## config.mk

```make
export PLATFORM = sky130hd
export DESIGN_NAME = hazard_ctrl
export DESIGN_NICKNAME = d
export VERILOG_FILES = /design/src/rtl/hazard_ctrl.sv
export SDC_FILE = /design/constraint.sdc
export NUM_CORES = 1
export LEC_CHECK = 0
export ABC_AREA = 1
export BUFFER_PORTS_ARGS = -buffer_cell sky130_fd_sc_hd__buf_2
export CAP_MARGIN = 20
export CORE_AREA = 3 3 102 104
export CTS_CLUSTER_DIAMETER = 50
export DETAILED_ROUTE_END_ITERATION = 6
export DIE_AREA = 0 0 105 107
export HOLD_SLACK_MARGIN = 0.08
export PLACE_DENSITY = 0.52
export REMOVE_ABC_BUFFERS = 1
export SLEW_MARGIN = 10
export SYNTH_ARGS = -nofsm -noshare
export SYNTH_HDL_FRONTEND = slang
export SYNTH_SLANG_ARGS = --single-unit
```

## constraint.sdc

```tcl
create_clock -name clk -period 3.1 [get_ports clk]
set_input_delay 0.465 -clock clk [delete_from_list [all_inputs] [get_ports clk]]
set_output_delay 0.465 -clock clk [all_outputs]
set_load 0.05 [all_outputs]
```

## src/rtl/hazard_ctrl.sv

```systemverilog
// Hazard and sequencing controller for the 5-stage MIPS pipeline: load-use
// interlock, branch/jump flush, multi-cycle mult/div hold, EX forwarding, stats.
module hazard_ctrl #(
    parameter int unsigned MULDIV_CYCLES = 32,
    parameter int unsigned CNT_W         = 6
) (
    input  logic        clk,
    input  logic        rst_n,
    input  logic [4:0]  id_rs,
    input  logic [4:0]  id_rt,
    input  logic        id_uses_rt,
    input  logic        ex_mem_read,
    input  logic [4:0]  ex_rs,
    input  logic [4:0]  ex_rt,
    input  logic        ex_muldiv,
    input  logic        ex_branch_taken,
    input  logic        ex_jump,
    input  logic        mem_reg_write,
    input  logic [4:0]  mem_rd,
    input  logic        wb_reg_write,
    input  logic [4:0]  wb_rd,
    input  logic        clr_stats,
    output logic        pc_write,
    output logic        if_id_write,
    output logic        if_id_flush,
    output logic        id_ex_hold,
    output logic        id_ex_flush,
    output logic        ex_mem_bubble,
    output logic [1:0]  fwd_a,
    output logic [1:0]  fwd_b,
    output logic        muldiv_done,
    output logic        busy,
    output logic [15:0] stall_cycles,
    output logic [15:0] flush_events
);

    localparam logic [0:0] ST_RUN    = 1'b0;
    localparam logic [0:0] ST_MULDIV = 1'b1;

    localparam logic [1:0] FWD_RF  = 2'b00;
    localparam logic [1:0] FWD_MEM = 2'b10;
    localparam logic [1:0] FWD_WB  = 2'b01;

    logic [0:0]       state_q, state_d;
    logic [CNT_W-1:0] cnt_q, cnt_d;
    logic [15:0]      stall_q, stall_d;
    logic [15:0]      flush_q, flush_d;

    logic redirect;
    logic load_use;
    logic redirect_taken;

    assign redirect = ex_branch_taken | ex_jump;
    assign load_use = ex_mem_read && (ex_rt != 5'd0) &&
                      ((ex_rt == id_rs) || (id_uses_rt && (ex_rt == id_rt)));

    always_comb begin
        fwd_a = FWD_RF;
        if (mem_reg_write && (mem_rd != 5'd0) && (mem_rd == ex_rs)) begin
            fwd_a = FWD_MEM;
        end else if (wb_reg_write && (wb_rd != 5'd0) && (wb_rd == ex_rs)) begin
            fwd_a = FWD_WB;
        end
        fwd_b = FWD_RF;
        if (mem_reg_write && (mem_rd != 5'd0) && (mem_rd == ex_rt)) begin
            fwd_b = FWD_MEM;
        end else if (wb_reg_write && (wb_rd != 5'd0) && (wb_rd == ex_rt)) begin
            fwd_b = FWD_WB;
        end
    end

    always_comb begin
        pc_write       = 1'b1;
        if_id_write    = 1'b1;
        if_id_flush    = 1'b0;
        id_ex_hold     = 1'b0;
        id_ex_flush    = 1'b0;
        ex_mem_bubble  = 1'b0;
        muldiv_done    = 1'b0;
        redirect_taken = 1'b0;
        state_d        = state_q;
        cnt_d          = cnt_q;
        case (state_q)
            ST_RUN: begin
                if (redirect) begin
                    // wrong-path ID instruction is flushed, so its load-use is moot
                    if_id_flush    = 1'b1;
                    id_ex_flush    = 1'b1;
                    redirect_taken = 1'b1;
                end else if (ex_muldiv) begin
                    pc_write      = 1'b0;
                    if_id_write   = 1'b0;
                    id_ex_hold    = 1'b1;
                    ex_mem_bubble = 1'b1;
                    cnt_d         = CNT_W'(MULDIV_CYCLES - 2);
                    state_d       = ST_MULDIV;
                end else if (load_use) begin
                    pc_write    = 1'b0;
                    if_id_write = 1'b0;
                    id_ex_flush = 1'b1;
                end
            end
            default: begin
                if (cnt_q == '0) begin
                    muldiv_done = 1'b1;
                    state_d     = ST_RUN;
                end else begin
                    pc_write      = 1'b0;
                    if_id_write   = 1'b0;
                    id_ex_hold    = 1'b1;
                    ex_mem_bubble = 1'b1;
                    cnt_d         = cnt_q - 1'b1;
                end
            end
        endcase
    end

    always_comb begin
        stall_d = stall_q;
        flush_d = flush_q;
        if (clr_stats) begin
            stall_d = '0;
            flush_d = '0;
        end else begin
            if (!pc_write && (stall_q != '1)) stall_d = stall_q + 16'd1;
            if (redirect_taken && (flush_q != '1)) flush_d = flush_q + 16'd1;
        end
    end

    always_ff @(posedge clk or negedge rst_n) begin
        if (!rst_n) begin
            state_q <= ST_RUN;
            cnt_q   <= '0;
            stall_q <= '0;
            flush_q <= '0;
        end else begin
            state_q <= state_d;
            cnt_q   <= cnt_d;
            stall_q <= stall_d;
            flush_q <= flush_d;
        end
    end

    assign busy         = (state_q == ST_MULDIV);
    assign stall_cycles = stall_q;
    assign flush_events = flush_q;

endmodule

```

==> results by group, run 1 <==
Critical path
  – CP Max Fanout: 3
  – Flop-to-flop setup slack: about 1.0 ns
  – Crit path launch type: input port
  – Worst r2r src: stall_cycles[0]
  – Depth of the most critical reg-to-reg path: 10
  – Critical path arrival: 1.78 ns
  – CP Class: input port to primary output
  – Critical Path Sink Type: primary output
  – Reg2reg end: stall_cycles[2]
  – WP data required: ~2.6 ns

Synth
  – Top cell type's share of synthesized area: 34.3%
  – Post-synthesis cell count: 400
  – Area contributors post-synth: dfrtp_1 (34%), nand2_1 (12%), nand3_1 (7.7%)
  – Synth top cells by count: nand2_1 (92), nor2_1 (54), nand3_1 (44)
  – Yosys Warn Count: 0
  – Synth Area per Inst: around 7 µm²
  – Yosys top cell by area: dfrtp_1
  – Register area share after synthesis: 34.3%
  – Number of library cell types mapped by synthesis: 32
  – Top_reg_cell synth: dfrtp_1
  – Most frequent cell after synthesis: nand2_1
  – Ys async rst share: 100%
  – EDFF count, synth: 0
  – Mapped cell area: 2850 µm²
  – Number of synthesized register bits: 39

Global routing
  – Number of global-route vias before repair: around 2700
  – GRT overflow: 0
  – First-pass GRT wire length: 12700 µm
  – Largest net degree at the start of global routing: 40
  – GRT Total Usage: a little over an eighth
  – Antenna violations before repair: 0

STA
  – Setup ws final: ~0.85 ns
  – Clock skew: between 0.003 and 0.004 ns
  – Fmax: approximately 440 MHz
  – Setup TNS: 0 ns
  – Worst-Margin Slew: approximately 0.9 ns
  – Final setup fails: 0
  – Fin crit share: just over 70%
  – Fin crit period: between 2 and 2.5 ns
  – Fin. Hold Viols: 0
  – RSZ-0062 raised after global routing: no
  – Max transition margin: 40.1%
  – Max Slew Vio Count: 0

Min path
  – Hold crit path type: input port to async pin

Placed design
  – Setup WS pre-CTS: roughly 0.9 ns
  – Post-Place Cells: 606
  – Final HPWL DP: 5640 µm
  – Placer Congestion: 0.832
  – DP Area: 3380 µm²
  – I/O Buffers: 83

Clock tree
  – Clock Tree Buf Depth: 2
  – Clock slew at reported path FFs: 0.08 ns
  – Worst skew pair latency: between 0.2 and 0.3 ns
  – Hold buffers post-CTS: 0
  – CTS H-tree lvls: 2
  – CTS root buf: clkbuf_8
  – Post-CTS Resized: 0
  – CTS tree: done
  – Setup bufs post-CTS: 0
  – Clk sinks: 39
  – CTS Buf Count: 5

Die
  – Chip height: approximately 110 µm
  – I/O Pins: 84
  – Die Area: roughly 11000 µm²
  – Die width: between 100 and 150 µm
  – Initial Util: between 20% and 30%
  – FP Rows: 36
  – Area of the core: approximately 9600 µm²

Cells and area
  – Fill cells: approximately 1100
  – Area growth from synthesis to layout: 21.4%
  – Fin cells: roughly 610
  – Layout cell share with drive strength beyond 1: around a quarter
  – Final #Nets: approximately 520
  – Ant. Diodes: 0
  – Final core utilization: 35.9%
  – Final instance area: 3460 µm²

Run status
  – Status: completed

Power
  – Pwr dens: roughly 520 nW/µm²
  – Static leakage: between 0.0015 and 0.002 µW
  – Max VDD drop: 0.000606 V

Run
  – Max Cap Violations: 0

Route
  – Via count: roughly 2800
  – Post-Route WL: around 7500 µm
  – DRT iter0 DRCs: approximately 80
  – Drt wl/cell: around 12 µm
  – DRT antenna net count: 0
  – Via density per instance: about 4.6
  – Residual DRC: 0
  – Pre-antenna DRT Iters: 4
## kinds of logic (layout without fill, tap and decap cells)
logic type | Yosys count | in the layout | share of synthesized area (%)
and+or+nand+nor | 242 | 242 | 39.4
xor gates and xnor gates | 39 | 39 | 12.0
buffers and inverters | 50 | 131 | 7.38
AOI/OAI and AO/OA | 26 | 26 | 5.23
DFF | 39 | 39 | 34.3
adders and majority gates | 4 | 4 | 1.76
## power breakdown
group          total (µW)  internal, µW  switching (µW)
combinational         821           206             615
sequential            653           581            71.4
clock                 340           158             181
total                1810           945             868
## flip-flops by register name, indices dropped and copies added (netlist names)
register / count
busy: 1
flush_events: 16
stall_cycles: 16
cnt_q: 6
## critical path, cell delays in order
cell and delay, ns:
buf_2 0.12, or2_2 0.29, o41ai_1 0.38, nor3_1 0.11
nor3_1 0.14, buf_2 0.29
## routing by layer
| metal | GRT usage, % | vias to the layer above | share of wire (%) |
|---|---|---|---|
| met5 | 0 | - | 0 |
| met1 | 17.8 | 1295 | 46 |
| li1 | - | 1454 | - |
| met4 | 3.84 | 0 | 1.1 |
| met3 | 2.17 | 7 | 3.8 |
| met2 | 23.1 | 70 | 49 |
## layout by cell type (no fill, tap or decap), types with 12 or more instances in the layout
master and instances:
nand2_2 13, inv_1 34, xnor2_1 19, nor2_1 54, nor3_1 14, buf_2 83, nand3_1 44, o21ai_0 12
xor2_1 20, nand4_1 15, nand2_1 92, dfrtp_1 39
## metrics by stage
stage,hold WS [ns],power (µW)
floorplan,0.169,1260
global placement,0.508,1480
detailed placement,0.519,1490
CTS,0.339,1840
global route,0.380,1950
finish,0.297,1810
## worst max path at each step
stage	depth (start not counted)	from	slack, ns	to
after floorplan	4	mem_rd[0]	0.15	fwd_a[0]
after global placement	8	ex_jump	0.89	flush_events[11]
after detailed placement	8	ex_jump	0.89	flush_events[11]
after CTS	7	cnt_q[0]	0.85	pc_write
after global routing	7	cnt_q[0]	0.69	pc_write
final	6	mem_rd[0]	0.85	fwd_a[0]
## layout make-up
type	instances	area, µm²	share of cell area (%)
flip-flops and latches	39	976	28.2
well taps	133	166	4.81
inverters	38	143	4.12
clock buffers	7	76.3	2.21
repair buffers	85	430	12.4
clock inverters	1	5.00	0.145
multi-input cells	311	1660	48.1
No activity file was read; power rests on OpenSTA's default activity.
==> run 2, diff against run 1 <==
- PLACE_DENSITY: 0.52 -> 0.54
- clock period: 3.1 -> 1.9 ns (I/O delays scaled with it)
==> run 2 against run 1 <==
- total power rose by 97%
- die area stayed put
- cell area rose by 9.0%
- largest cell class unchanged
==> results by group, run 2 (synthesized netlist as in run 1, its figures left out) <==
Run status
  – Status: completed

Critical path
  – Worst-path cell chain: inv_2 > ha_1 > nand4_1 > nor2_2 > nor2_4 > nand2_4 > buf_8
  – Slowest stage delay, CP: 0.39 ns (about the same)
  – Worst r2r src: stall_cycles[0]
  – Depth of the most critical reg-to-reg path: 10 (unchanged)
  – Critical path arrival: 1.54 ns (-0.24 ns)
  – Crit path launch type: flop
  – CP Max Fanout: 3 (unchanged)
  – Crit path max-delay cell type: dfrtp_1
  – WP data required: 1.62 ns (-1.01 ns)
  – Flop-to-flop setup slack: 0.12 ns (-0.92 ns)
  – Reg2reg end: stall_cycles[8]
  – Critical Path Sink Type: primary output
  – CP Class: flop to primary output

Global routing
  – GRT Total Usage: 13.7% (+0.14 points)
  – Antenna violations before repair: 0 (unchanged)
  – Largest net degree at the start of global routing: 40 (unchanged)
  – GRT overflow: 0 (unchanged)
  – First-pass GRT wire length: 12800 µm (+0.92%)
  – Number of global-route vias before repair: 2783 (+4.7%)

Min path
  – Hold crit path type: input port to flop
  – WHS Endpoint: cnt_q[2]
  – Worst Min Path Start: ex_muldiv
  – Worst hold stages: 3

STA
  – Fmax: about 550 MHz
  – RSZ-0062 raised after global routing: yes
  – Worst-Margin Slew: 0.531 ns (-0.368 ns)
  – Clock skew: 0.00823 ns (+0.00502 ns)
  – Final setup fails: 0 (unchanged)
  – Smallest hold slack: 0.337 ns (+0.0398 ns)
  – Fin crit share: between 90% and 100%
  – Max Slew Vio Count: 0 (unchanged)
  – Setup TNS: 0 ns (unchanged)
  – Fin crit period: about 1.8 ns
  – Fin. Hold Viols: 0 (unchanged)
  – Max transition margin: 64.6% (+25 points)

Route
  – Pre-antenna DRT Iters: 4 (unchanged)
  – Post-Route WL: 7870 µm (+4.4%)
  – Drt wl/cell: 12.4 µm (+0.95%)
  – Via count: 2953 (+4.5%)
  – DRT iter0 DRCs: 125 (+60%)
  – Via density per instance: 4.65 (+1.0%)
  – DRT antenna net count: 0 (unchanged)
  – Residual DRC: 0 (unchanged)

Cells and area
  – Fill cells: 1039 (-3.0%)
  – Layout cell share with drive strength beyond 1: 29.9% (+5.8 points)
  – Ant. Diodes: 0 (unchanged)
  – Most frequent cells in the layout: nand2_1 (89), buf_2 (79), nor2_1 (50)
  – Commonest non-fill, non-tap cell in the layout: nand2_1
  – Final #Nets: 545 (+4.0%)
  – Final instance area: 3770 µm² (+9.0%)
  – Area growth from synthesis to layout: 32.3%

Die
  – Die Area: 11200 µm² (unchanged)
  – Initial Util: 29.6% (unchanged)
  – Area of the core: 9640 µm² (unchanged)
  – Die width: 105 µm (unchanged)
  – FP Rows: 36 (unchanged)
  – Chip height: 107 µm (unchanged)
  – I/O Pins: 84 (unchanged)

Power
  – Switch share: 44.0% (-3.8 points)
  – Reg power frac: 29.5% (-6.5 points)
  – P_sw: 1570 µW (+81%)
  – Pwr Total: 3560 µW (+97%)
  – Clk pwr share: 20.7% (+2.0 points)
  – Max VDD drop: 0.000894 V (+48%)
  – Pint: 1990 µW (+110%)
  – Combinational share of power: 49.8% (+4.5 points)
  – Static leakage: 0.00193 µW (+8.3%)
  – Pwr dens: 946 nW/µm² (+80%)

Run
  – Max Cap Violations: 0 (unchanged)

Clock tree
  – CTS tree: done
  – CTS H-tree lvls: 2 (unchanged)
  – CTS Buf Count: 5 (unchanged)
  – Clk sinks: 39 (unchanged)
  – Worst skew pair latency: 0.29 ns (about the same)
  – Clock Tree Buf Depth: 2 (unchanged)
  – CTS root buf: clkbuf_8
  – Clock slew at reported path FFs: 0.08 ns (about the same)

Placed design
  – Placer Congestion: 0.843 (+1.2%)
  – I/O Buffers: 83 (unchanged)
  – Final HPWL DP: 5860 µm (+4.1%)
  – DP Area: 3480 µm² (+2.9%)
-- run 2: changes by cell type in the layout (fill, tap and decap cells not counted), sizes merged --
cell,before,now
nand2,106,107
nand3,45,46
dlygate4sd3,0,1
buf,85,102
bufinv,0,1
-- run 2: worst max-delay path, delay by kind of cell, from the launching register on --
family                   cells  cell delay [ns]
buffers and inverters        2             0.21
AND/OR/NAND/NOR              4             0.52
adder cells (fa/ha/maj)      1             0.13
flip-flops                   1             0.39
-- run 2: worst max-delay path by stage --
stage | startpoint | to | slack [ns] | cells after the start
2_1_floorplan | busy | if_id_write | -0.80 | 3
3_3_place_gp | mem_rd[0] | fwd_a[0] | 0.05 | 6
3_5_place_dp | mem_rd[0] | fwd_a[0] | 0.03 | 6
4_1_cts | cnt_q[1] | ex_mem_bubble | -0.06 | 6
5_1_grt | cnt_q[1] | if_id_write | -0.01 | 7
6_report | cnt_q[1] | if_id_write | 0.07 | 7
-- run 2: area by class of cell --
type                    instances  area, µm²  area share [%]
multi-input cells             313       1760            46.7
inverters                      38        143            3.78
well taps                     133        166            4.41
flip-flops and latches         39        976            25.9
clock inverters                 2       35.0           0.929
clock buffers                   6       82.6            2.19
repair buffers                104        608            16.1
-- run 2: through the flow --
| step | util (%) | instances | worst slack, ns |
|---|---|---|---|
| finish | 39.1 | 635 | 0.0726 |
| global route | 39.1 | 635 | -0.0115 |
| CTS | 37.5 | 628 | -0.0598 |
| detailed placement | 36.1 | 619 | 0.0264 |
| global placement | 36.1 | 619 | 0.0456 |
| floorplan | - | 388 | -0.804 |
-- run 2: timing repair --
| action | CTS | global route |
|---|---|---|
| resized for setup | 5 | 24 |
| hold endpoints to repair | 31 | 0 |
| pin swaps | 0 | 4 |
| hold buffers | 1 | 0 |
| setup buffers | 0 | 5 |
| setup endpoints to repair | 4 | 25 |
| cloned | 0 | 2 |
-- run 2: power by group through the flow --
stage | Clock (µW) | Combinational (µW) | Sequential, µW
2_1_floorplan | 0 | 801 | 1250
3_3_place_gp | 0 | 1490 | 1060
3_5_place_dp | 0 | 1500 | 1060
4_1_cts | 763 | 1540 | 1050
5_1_grt | 804 | 1950 | 1070
6_report | 737 | 1780 | 1050
-- run 2: layer usage --
layer / share of wire (%) / routed length (µm) / vias to the layer above / GRT usage, %
met5: 0 / 0 / - / 0
met4: 1.6 / 123 / 0 / 4.03
met3: 3.8 / 301 / 11 / 2.53
met2: 49 / 3820 / 73 / 23.3
met1: 46 / 3620 / 1363 / 17.7
li1: - / - / 1506 / -
